===== config.mk =====
export PLATFORM = sky130hd
export DESIGN_NAME = result_streamer
export DESIGN_NICKNAME = d
export VERILOG_FILES = /design/src/rtl/result_streamer.sv
export SDC_FILE = /design/constraint.sdc
export NUM_CORES = 1
export LEC_CHECK = 0
export CAP_MARGIN = 20
export CORE_UTILIZATION = 45
export DETAILED_ROUTE_END_ITERATION = 6
export PLACE_DENSITY = 0.74
export SYNTH_ARGS = -nofsm -noshare
export SYNTH_HDL_FRONTEND = slang
export SYNTH_SLANG_ARGS = --single-unit

===== constraint.sdc =====
create_clock -name clk -period 3.86 [get_ports clk]
set_clock_uncertainty 0.05 [all_clocks]
set_input_delay 0.772 -clock clk [delete_from_list [all_inputs] [get_ports clk]]
set_output_delay 0.772 -clock clk [all_outputs]
set_load 0.005 [all_outputs]

===== src/rtl/result_streamer.sv =====
// ---------------------------------------------------------------------------
// result_streamer
//
// Output stage for the 2x2 systolic array. When capture is pulsed, it takes a
// snapshot of the four accumulator results c00, c01, c10 and c11. ReLU can be
// applied to the results before they are stored. The tile is then streamed out
// one byte at a time over a valid/ready handshake, so the host can read it at
// its own pace.
//
// Output modes:
//   sat_en = 0 : 8 bytes, high byte then low byte, in the order c00, c01, c10, c11
//   sat_en = 1 : 4 bytes, each result saturated to the signed 8-bit range
//
// Ports
//   clk        in   1      clock, rising edge
//   rst        in   1      asynchronous reset, active-high
//   capture    in   1      snapshot request
//   relu_en    in   1      clamp negative results to 0 (sampled with capture)
//   sat_en     in   1      saturated 1-byte-per-result mode (sampled with capture)
//   c00..c11   in   ACC_W  array results (sampled with capture)
//   out_ready  in   1      consumer accepts a byte this cycle
//   out_data   out  OUT_W  current byte (0 when not valid)
//   out_valid  out  1      out_data holds a valid byte
//   out_last   out  1      current byte is the final byte of the tile
//   busy       out  1      a tile is held and not yet fully transferred
//   overflow   out  1      one-cycle pulse: capture dropped while busy
//
// ACC_W must equal 2*OUT_W so that one result splits into exactly two bytes.
// ---------------------------------------------------------------------------
module result_streamer #(
    parameter int ACC_W = 16,
    parameter int OUT_W = 8
) (
    input  logic             clk,
    input  logic             rst,
    input  logic             capture,
    input  logic             relu_en,
    input  logic             sat_en,
    input  logic [ACC_W-1:0] c00,
    input  logic [ACC_W-1:0] c01,
    input  logic [ACC_W-1:0] c10,
    input  logic [ACC_W-1:0] c11,
    input  logic             out_ready,
    output logic [OUT_W-1:0] out_data,
    output logic             out_valid,
    output logic             out_last,
    output logic             busy,
    output logic             overflow
);

    typedef enum logic {
        IDLE,
        STREAM
    } state_t;

    // Saturation limits, written at the accumulator width for signed compares.
    localparam logic signed [ACC_W-1:0] SAT_MAX = ACC_W'((2 ** (OUT_W - 1)) - 1);
    localparam logic signed [ACC_W-1:0] SAT_MIN = ACC_W'(-(2 ** (OUT_W - 1)));

    state_t                       state_q, state_d;
    logic [3:0][ACC_W-1:0]        snap_q, snap_d;
    logic                         sat_q, sat_d;
    logic [2:0]                   idx_q, idx_d;
    logic                         overflow_q, overflow_d;

    logic                         streaming;
    logic                         isLast;
    logic                         latchTile;
    logic [1:0]                   sel;
    logic [ACC_W-1:0]             curResult;
    logic [OUT_W-1:0]             curByte;

    function automatic logic [ACC_W-1:0] relu(input logic [ACC_W-1:0] v, input logic en);
        return (en && v[ACC_W-1]) ? '0 : v;
    endfunction

    function automatic logic [OUT_W-1:0] sat8(input logic [ACC_W-1:0] v);
        if ($signed(v) > SAT_MAX)
            return {1'b0, {(OUT_W-1){1'b1}}};
        else if ($signed(v) < SAT_MIN)
            return {1'b1, {(OUT_W-1){1'b0}}};
        else
            return v[OUT_W-1:0];
    endfunction

    assign streaming = (state_q == STREAM);
    assign isLast    = (idx_q == (sat_q ? 3'd3 : 3'd7));

    // State and snapshot registers.
    always_ff @(posedge clk or posedge rst) begin
        if (rst) begin
            state_q    <= IDLE;
            snap_q     <= '0;
            sat_q      <= 1'b0;
            idx_q      <= '0;
            overflow_q <= 1'b0;
        end else begin
            state_q    <= state_d;
            snap_q     <= snap_d;
            sat_q      <= sat_d;
            idx_q      <= idx_d;
            overflow_q <= overflow_d;
        end
    end

    // Next-state logic. A capture is accepted either from IDLE or on the edge
    // that transfers the final byte; there it starts the next tile with no
    // bubble. Any other capture while streaming is dropped and flagged.
    always_comb begin
        state_d    = state_q;
        snap_d     = snap_q;
        sat_d      = sat_q;
        idx_d      = idx_q;
        overflow_d = 1'b0;
        latchTile  = 1'b0;

        case (state_q)
            IDLE: begin
                if (capture) begin
                    latchTile = 1'b1;
                    state_d   = STREAM;
                    idx_d     = '0;
                end
            end
            STREAM: begin
                if (out_ready) begin
                    if (isLast) begin
                        idx_d = '0;
                        if (capture)
                            latchTile = 1'b1;
                        else
                            state_d = IDLE;
                    end else begin
                        idx_d = idx_q + 3'd1;
                    end
                end
                if (capture && !(out_ready && isLast))
                    overflow_d = 1'b1;
            end
            default: begin
                state_d = IDLE;
            end
        endcase

        // ReLU is applied before storage, so saturation later sees the clamped value.
        if (latchTile) begin
            snap_d = {relu(c11, relu_en), relu(c10, relu_en),
                      relu(c01, relu_en), relu(c00, relu_en)};
            sat_d  = sat_en;
        end
    end

    // Byte selection from the stored snapshot. In 2-byte mode idx[2:1] picks
    // the result and idx[0] picks high (0) or low (1).
    always_comb begin
        sel       = sat_q ? idx_q[1:0] : idx_q[2:1];
        curResult = snap_q[sel];
        if (sat_q)
            curByte = sat8(curResult);
        else if (idx_q[0])
            curByte = curResult[OUT_W-1:0];
        else
            curByte = curResult[ACC_W-1 -: OUT_W];
    end

    assign out_data  = streaming ? curByte : '0;
    assign out_valid = streaming;
    assign busy      = streaming;
    assign out_last  = streaming && isLast;
    assign overflow  = overflow_q;

endmodule

==> run metrics, run 1 <==
status completed; CP required 3.04 ns; total track usage 25.9%; CTS tree yes; share of cells above drive strength 1 15.3%; fin crit period 3.82 ns; Max Cap Viol 0; vias 3531; clk slew on worst S/H paths 0.08 ns; Critical Path End Type output port; Leak Pwr 2.37 nW; largest family of logic cells by synthesized area simple AND/OR/NAND/NOR gates; worst-path maximum fanout 17; EDFF count, synth 0; vias in the first global route 3452; synth cell count leaders 132 x nand2_1, 76 x o21ai_0, 70 x dfrtp_1; Post-Synth Adder-Cell Area 0.324%; Die Y 94.7 µm; synth warn 0; Post-Syn Instances 434; Main synth FF type dfrtp_1; antenna cell count 0; Syn Area/Cell 8.90 µm²; DRC 0; initial core utilization 46.8%; die width 94.7 µm; clock root buffer master clkbuf_8; first-pass GRT wire length 17200 µm; Post-Layout Cell Count 635; PortBufs 81; clk buf depth 2; syn nets 505; area added between synthesis and finish 36.1%; distinct cell type count after synthesis 50; worst-path cell chain buf_12 > mux2i_4 > mux4_1 > nor2b_1 > a31oi_1 > a21oi_1 > clkdlybuf4s50_1; ys async rst share 100%; die footprint 0.00896 mm²; overall power 4.55 mW; final wirelength 10900 µm; f_max 262 MHz; post-synthesis mux area share 8.13%; slowest CP cell mux4_1; slowest stage delay, CP 0.70 ns; actual slew at the worst max-slew pin 0.631 ns; Skew-Pair Late Insertion Delay 0.35 ns; post-route antenna net violation count 0; PwrDens 866 mW/mm²; mapped cell area 0.00386 mm²; nets@finish 596; top cell type's share of synthesized area 45.3%; Critical Path Start Type flop; post-synthesis sequential area ratio 45.3%; sum of negative setup slack 0 ns; initial antenna violation count 0; Cell Rows 33; Pre-Repair DR Iteration Count 5; core area 0.00826 mm²; # IOs 82; total global routing overflow 0; Worst Hold Class reg2reg; Slew HR 57.8%; VDD IR max 304 µV; RePlAce Congestion 0.868; Seq cells post-synth 70; Arr. time, crit path 3.00 ns; pin count of the biggest net entering global routing 71; simple-gate share of the synthesized area 22.6%; period utilisation layout 99.0%; Inst Count DP 601; DRT iter0 DRCs 236; Detail Placement HPWL 7380 µm; fill cell count 685; compound-cell area share of the yosys netlist 18.8%; Setup CP Type reg2out; H-tree depth 3; Slew Viols, Final 0; count leader, synth nand2_1; wire length per cell 17.1 µm; cell taking the most area after synthesis dfrtp_1; XOR/XNOR share of the synthesized area 0.227%; Area contributors post-synth dfrtp_1 45%, nand2_1 13%, o21ai_0 9.8%; CTS buffer count 9; CTS sink count 70; Final Setup Violations 0; Hold Vio Cnt, Final 0; Via density 5.56
-- power breakdown --
part	internal, mW	total [mW]	switching, mW
Combinational	1.24	2.52	1.28
Clock	0.366	0.662	0.296
Sequential	1.08	1.37	0.295
Total	2.69	4.55	1.87
-- stage by stage --
stage	area [µm²]	hold WS, ns	utilization (%)	setup slack (ns)
floorplan	3860	0.395	-	1.00
global placement	4770	0.407	57.8	0.369
detailed placement	4770	0.417	57.8	0.258
CTS	5110	0.436	61.8	0.0237
global route	5260	0.459	63.7	-0.0374
finish	5260	0.431	63.7	0.0392
-- state kept, by name (all words and copies together), names as in the netlist --
register	cells
snap_q	64
idx_q	3
busy	1
overflow	1
sat_q	1
-- metal layers --
layer	routed length, µm	part of all wire, %	track usage [%]
met5	0	0	0
met4	490	4.5	14.6
met3	690	6.4	6.44
met2	5230	48	41.4
met1	4450	41	32.0
-- timing repair --
action / in CTS / in global routing
hold buffers: 0 / 0
gates cloned: 2 / 0
buffers inserted: 4 / 12
resized for setup: 6 / 15
pin swaps: 4 / 2
endpoints found under the setup margin: 7 / 7
-- path summary, 6_finish.rpt --
| check | slack (ns) | cells after the start | start | to |
|---|---|---|---|---|
| max | 0.04 | 7 | sat_q$_DFFE_PP0P_ | out_data[4] |
| min | 0.43 | 2 | snap_q[0]$_DFFE_PP0P_ | snap_q[0]$_DFFE_PP0P_ |
| max reg2reg | 1.40 | 7 | sat_q$_DFFE_PP0P_ | snap_q[34]$_DFFE_PP0P_ |
| min reg2reg | 0.43 | 2 | snap_q[0]$_DFFE_PP0P_ | snap_q[0]$_DFFE_PP0P_ |
| max in group asynchronous | 2.69 | 3 | rst | idx_q[1]$_DFFE_PP0P_ |
| min in group asynchronous | 0.77 | 3 | rst | snap_q[15]$_DFFE_PP0P_ |
-- cell families after synthesis --
kind of cell	after synthesis
flip-flops	70
XOR/XNOR	1
AND/OR/NAND/NOR	189
AO/OA/AOI/OAI	120
adder cells (fa/ha/maj)	1
buffers and inverters	34
multiplexers	19
-- cell usage in the layout (no fill, tap or decap), types with 3 or more instances in the layout --
cell	instances
buf_4	23
a31oi_1	7
nand2_1	132
mux2i_1	4
mux2i_4	3
buf_12	3
dfrtp_2	3
nand2b_1	4
nand3_1	3
nor2b_1	11
clkdlybuf4s50_1	76
mux4_2	8
clkbuf_8	9
mux2_2	3
o221ai_2	4
o21ai_0	74
nor3_1	3
or3_1	3
a21oi_1	15
dlymetal6s2s_1	5
nor2_1	13
nor4bb_1	4
dfrtp_1	67
-- area by class of cell --
type                    count  area [µm²]  area share (%)
multi-input cells         331        2040            38.7
flip-flops and latches     70        1760            33.4
clock buffers               9         124            2.36
well taps                 105         131            2.50
clock inverters             7        97.6            1.86
inverters                   4        15.0           0.286
repair buffers            109        1100            20.9
-- worst max-delay path, delay by kind of cell (launching register included) --
kind / cells / cell delay (ns)
AO/OA/AOI/OAI: 2 / 0.25
buffers and inverters: 2 / 0.69
flip-flops: 1 / 0.45
multiplexers: 2 / 1.04
AND/OR/NAND/NOR: 1 / 0.22
No activity file was read; power rests on OpenSTA's default activity.
==> run 2, diff against run 1 <==
CELL_PAD_IN_SITES_DETAIL_PLACEMENT = 0   (was not set)
CELL_PAD_IN_SITES_GLOBAL_PLACEMENT = 1   (was not set)
CORE_UTILIZATION = 41   (was 45)
PLACE_DENSITY = 0.87   (was 0.74)
==> run metrics, run 2 (synthesized netlist as in run 1, its figures left out) <==
hold_ws 0.433 ns; GR Layer Usage met3 2.84%; period utilisation layout 95.6%; most frequent cells in the layout 132 x nand2_1, 76 x o21ai_0, 74 x clkdlybuf4s50_1; core area 0.00920 mm²; Slew Viols, Final 0; Die Y 99.1 µm; met1 Use GR 30.5%; Detail Placement HPWL 7230 µm; Skew-Pair Late Insertion Delay 0.35 ns; CTS tree yes; overall power 4.41 mW; fin crit period 3.69 ns; initial core utilization 42.0%; vias 3384; clk slew on worst S/H paths 0.08 ns; Global Route met2 Usage 34.8%; Max Cap Viol 0; die footprint 0.00982 mm²; DRT iter0 DRCs 196; most common cell after layout, fill and taps aside nand2_1; fill cell count 851; f_max 271 MHz; # IOs 82; Arr. time, crit path 2.87 ns; worst-path cell chain buf_8 > mux2_2 > mux2i_1 > o221ai_2 > buf_4 > or3_1 > a21boi_1 > clkdlybuf4s50_1; PwrDens 848 mW/mm²; actual slew at the worst max-slew pin 0.745 ns; worst-path maximum fanout 14; Setup CP Type reg2out; top flop regs snap_q x64, idx_q x3; PortBufs 81; total track usage 21.7%; CP required 3.04 ns; first-pass GRT wire length 16300 µm; sum of negative setup slack 0 ns; Pre-Repair DR Iteration Count 7; clk buf depth 2; DRC 4; wire length per cell 15.9 µm; H-tree depth 3; Via density 5.30; RSZ-0062 raised after global routing no; total global routing overflow 0; most used routing layer met2; Hold Vio Cnt, Final 0; CTS sink count 70; slowest stage delay, CP 0.51 ns; pin count of the biggest net entering global routing 77; Largest register FFs 64; initial antenna violation count 0; Leak Pwr 2.36 nW; Slew HR 50.2%; fin util 56.5%; Critical Path Start Type flop; vias in the first global route 3309; Worst Hold Class reg2reg; dpl ws 0.204 ns; antenna cell count 0; most flop-heavy register snap_q; Critical Path End Type output port; nets@finish 593; slowest CP cell clkdlybuf4s50_1; die width 99.1 µm; Cell Rows 35; status complete, but fails checks; post-route antenna net violation count 0; failing checks design-rule violations; share of cells above drive strength 1 14.4%; area added between synthesis and finish 34.5%; VDD IR max 264 µV; Final WS setup 0.171 ns; Final Setup Violations 0; clock root buffer master clkbuf_8; RePlAce Congestion 0.846; CTS buffer count 9; final wirelength 10100 µm
run 2: routing by layer:
metal	wire (µm)	vias to the layer above
li1	-	1678
met1	4870	1599
met2	4720	96
met3	426	11
met4	132	0
met5	0	-
run 2: through the flow:
| step | area (µm²) | instances |
|---|---|---|
| 6_report | 5200 | 638 |
| 5_1_grt | 5200 | 638 |
| 4_1_cts | 5110 | 633 |
| 3_5_place_dp | 4780 | 611 |
| 3_3_place_gp | 4780 | 611 |
| 2_1_floorplan | 3860 | 434 |
run 2: timing repair:
| item | in CTS | in global routing |
|---|---|---|
| hold buffers | 0 | 0 |
| buffers inserted | 6 | 5 |
| pin swaps | 4 | 2 |
| endpoints found under the setup margin | 7 | 7 |
| gates resized for setup | 6 | 12 |
| hold endpoints to repair | 0 | 0 |
run 2: power by group:
part / switching (mW) / internal (mW)
combinational: 1.18 / 1.15
clock: 0.285 / 0.446
sequential: 0.269 / 1.08
total: 1.73 / 2.68
run 2: area by class of cell:
class | instances | area (µm²) | area share [%]
timing repair buffer | 107 | 1060 | 20.3
clock buffer | 10 | 138 | 2.65
sequential | 70 | 1760 | 33.8
tap | 111 | 139 | 2.67
clock inverter | 6 | 109 | 2.09
multi-input combinational | 330 | 1990 | 38.2
inverter | 4 | 15.0 | 0.289
run 2: worst paths after layout:
kind                            depth (start not counted)  slack, ns                endpoint                    from
worst max-delay path                                    8       0.17             out_data[7]       sat_q$_DFFE_PP0P_
worst min-delay path                                    2       0.43  snap_q[31]$_DFFE_PP0P_  snap_q[31]$_DFFE_PP0P_
worst max register to register                          7       1.41  snap_q[30]$_DFFE_PP0P_    idx_q[0]$_DFFE_PP0P_
worst min register to register                          2       0.43  snap_q[31]$_DFFE_PP0P_  snap_q[31]$_DFFE_PP0P_
max in group asynchronous                               3       2.68   snap_q[1]$_DFFE_PP0P_                     rst
min in group asynchronous                               3       0.75  snap_q[13]$_DFFE_PP0P_                     rst
run 2: worst max-delay path: cells and delay by family, from the launching register on:
| kind | cells | cell delay [ns] |
|---|---|---|
| buf+inv | 3 | 0.87 |
| mux | 2 | 0.60 |
| flops | 1 | 0.44 |
| simple gates | 1 | 0.30 |
| compound gates | 2 | 0.29 |
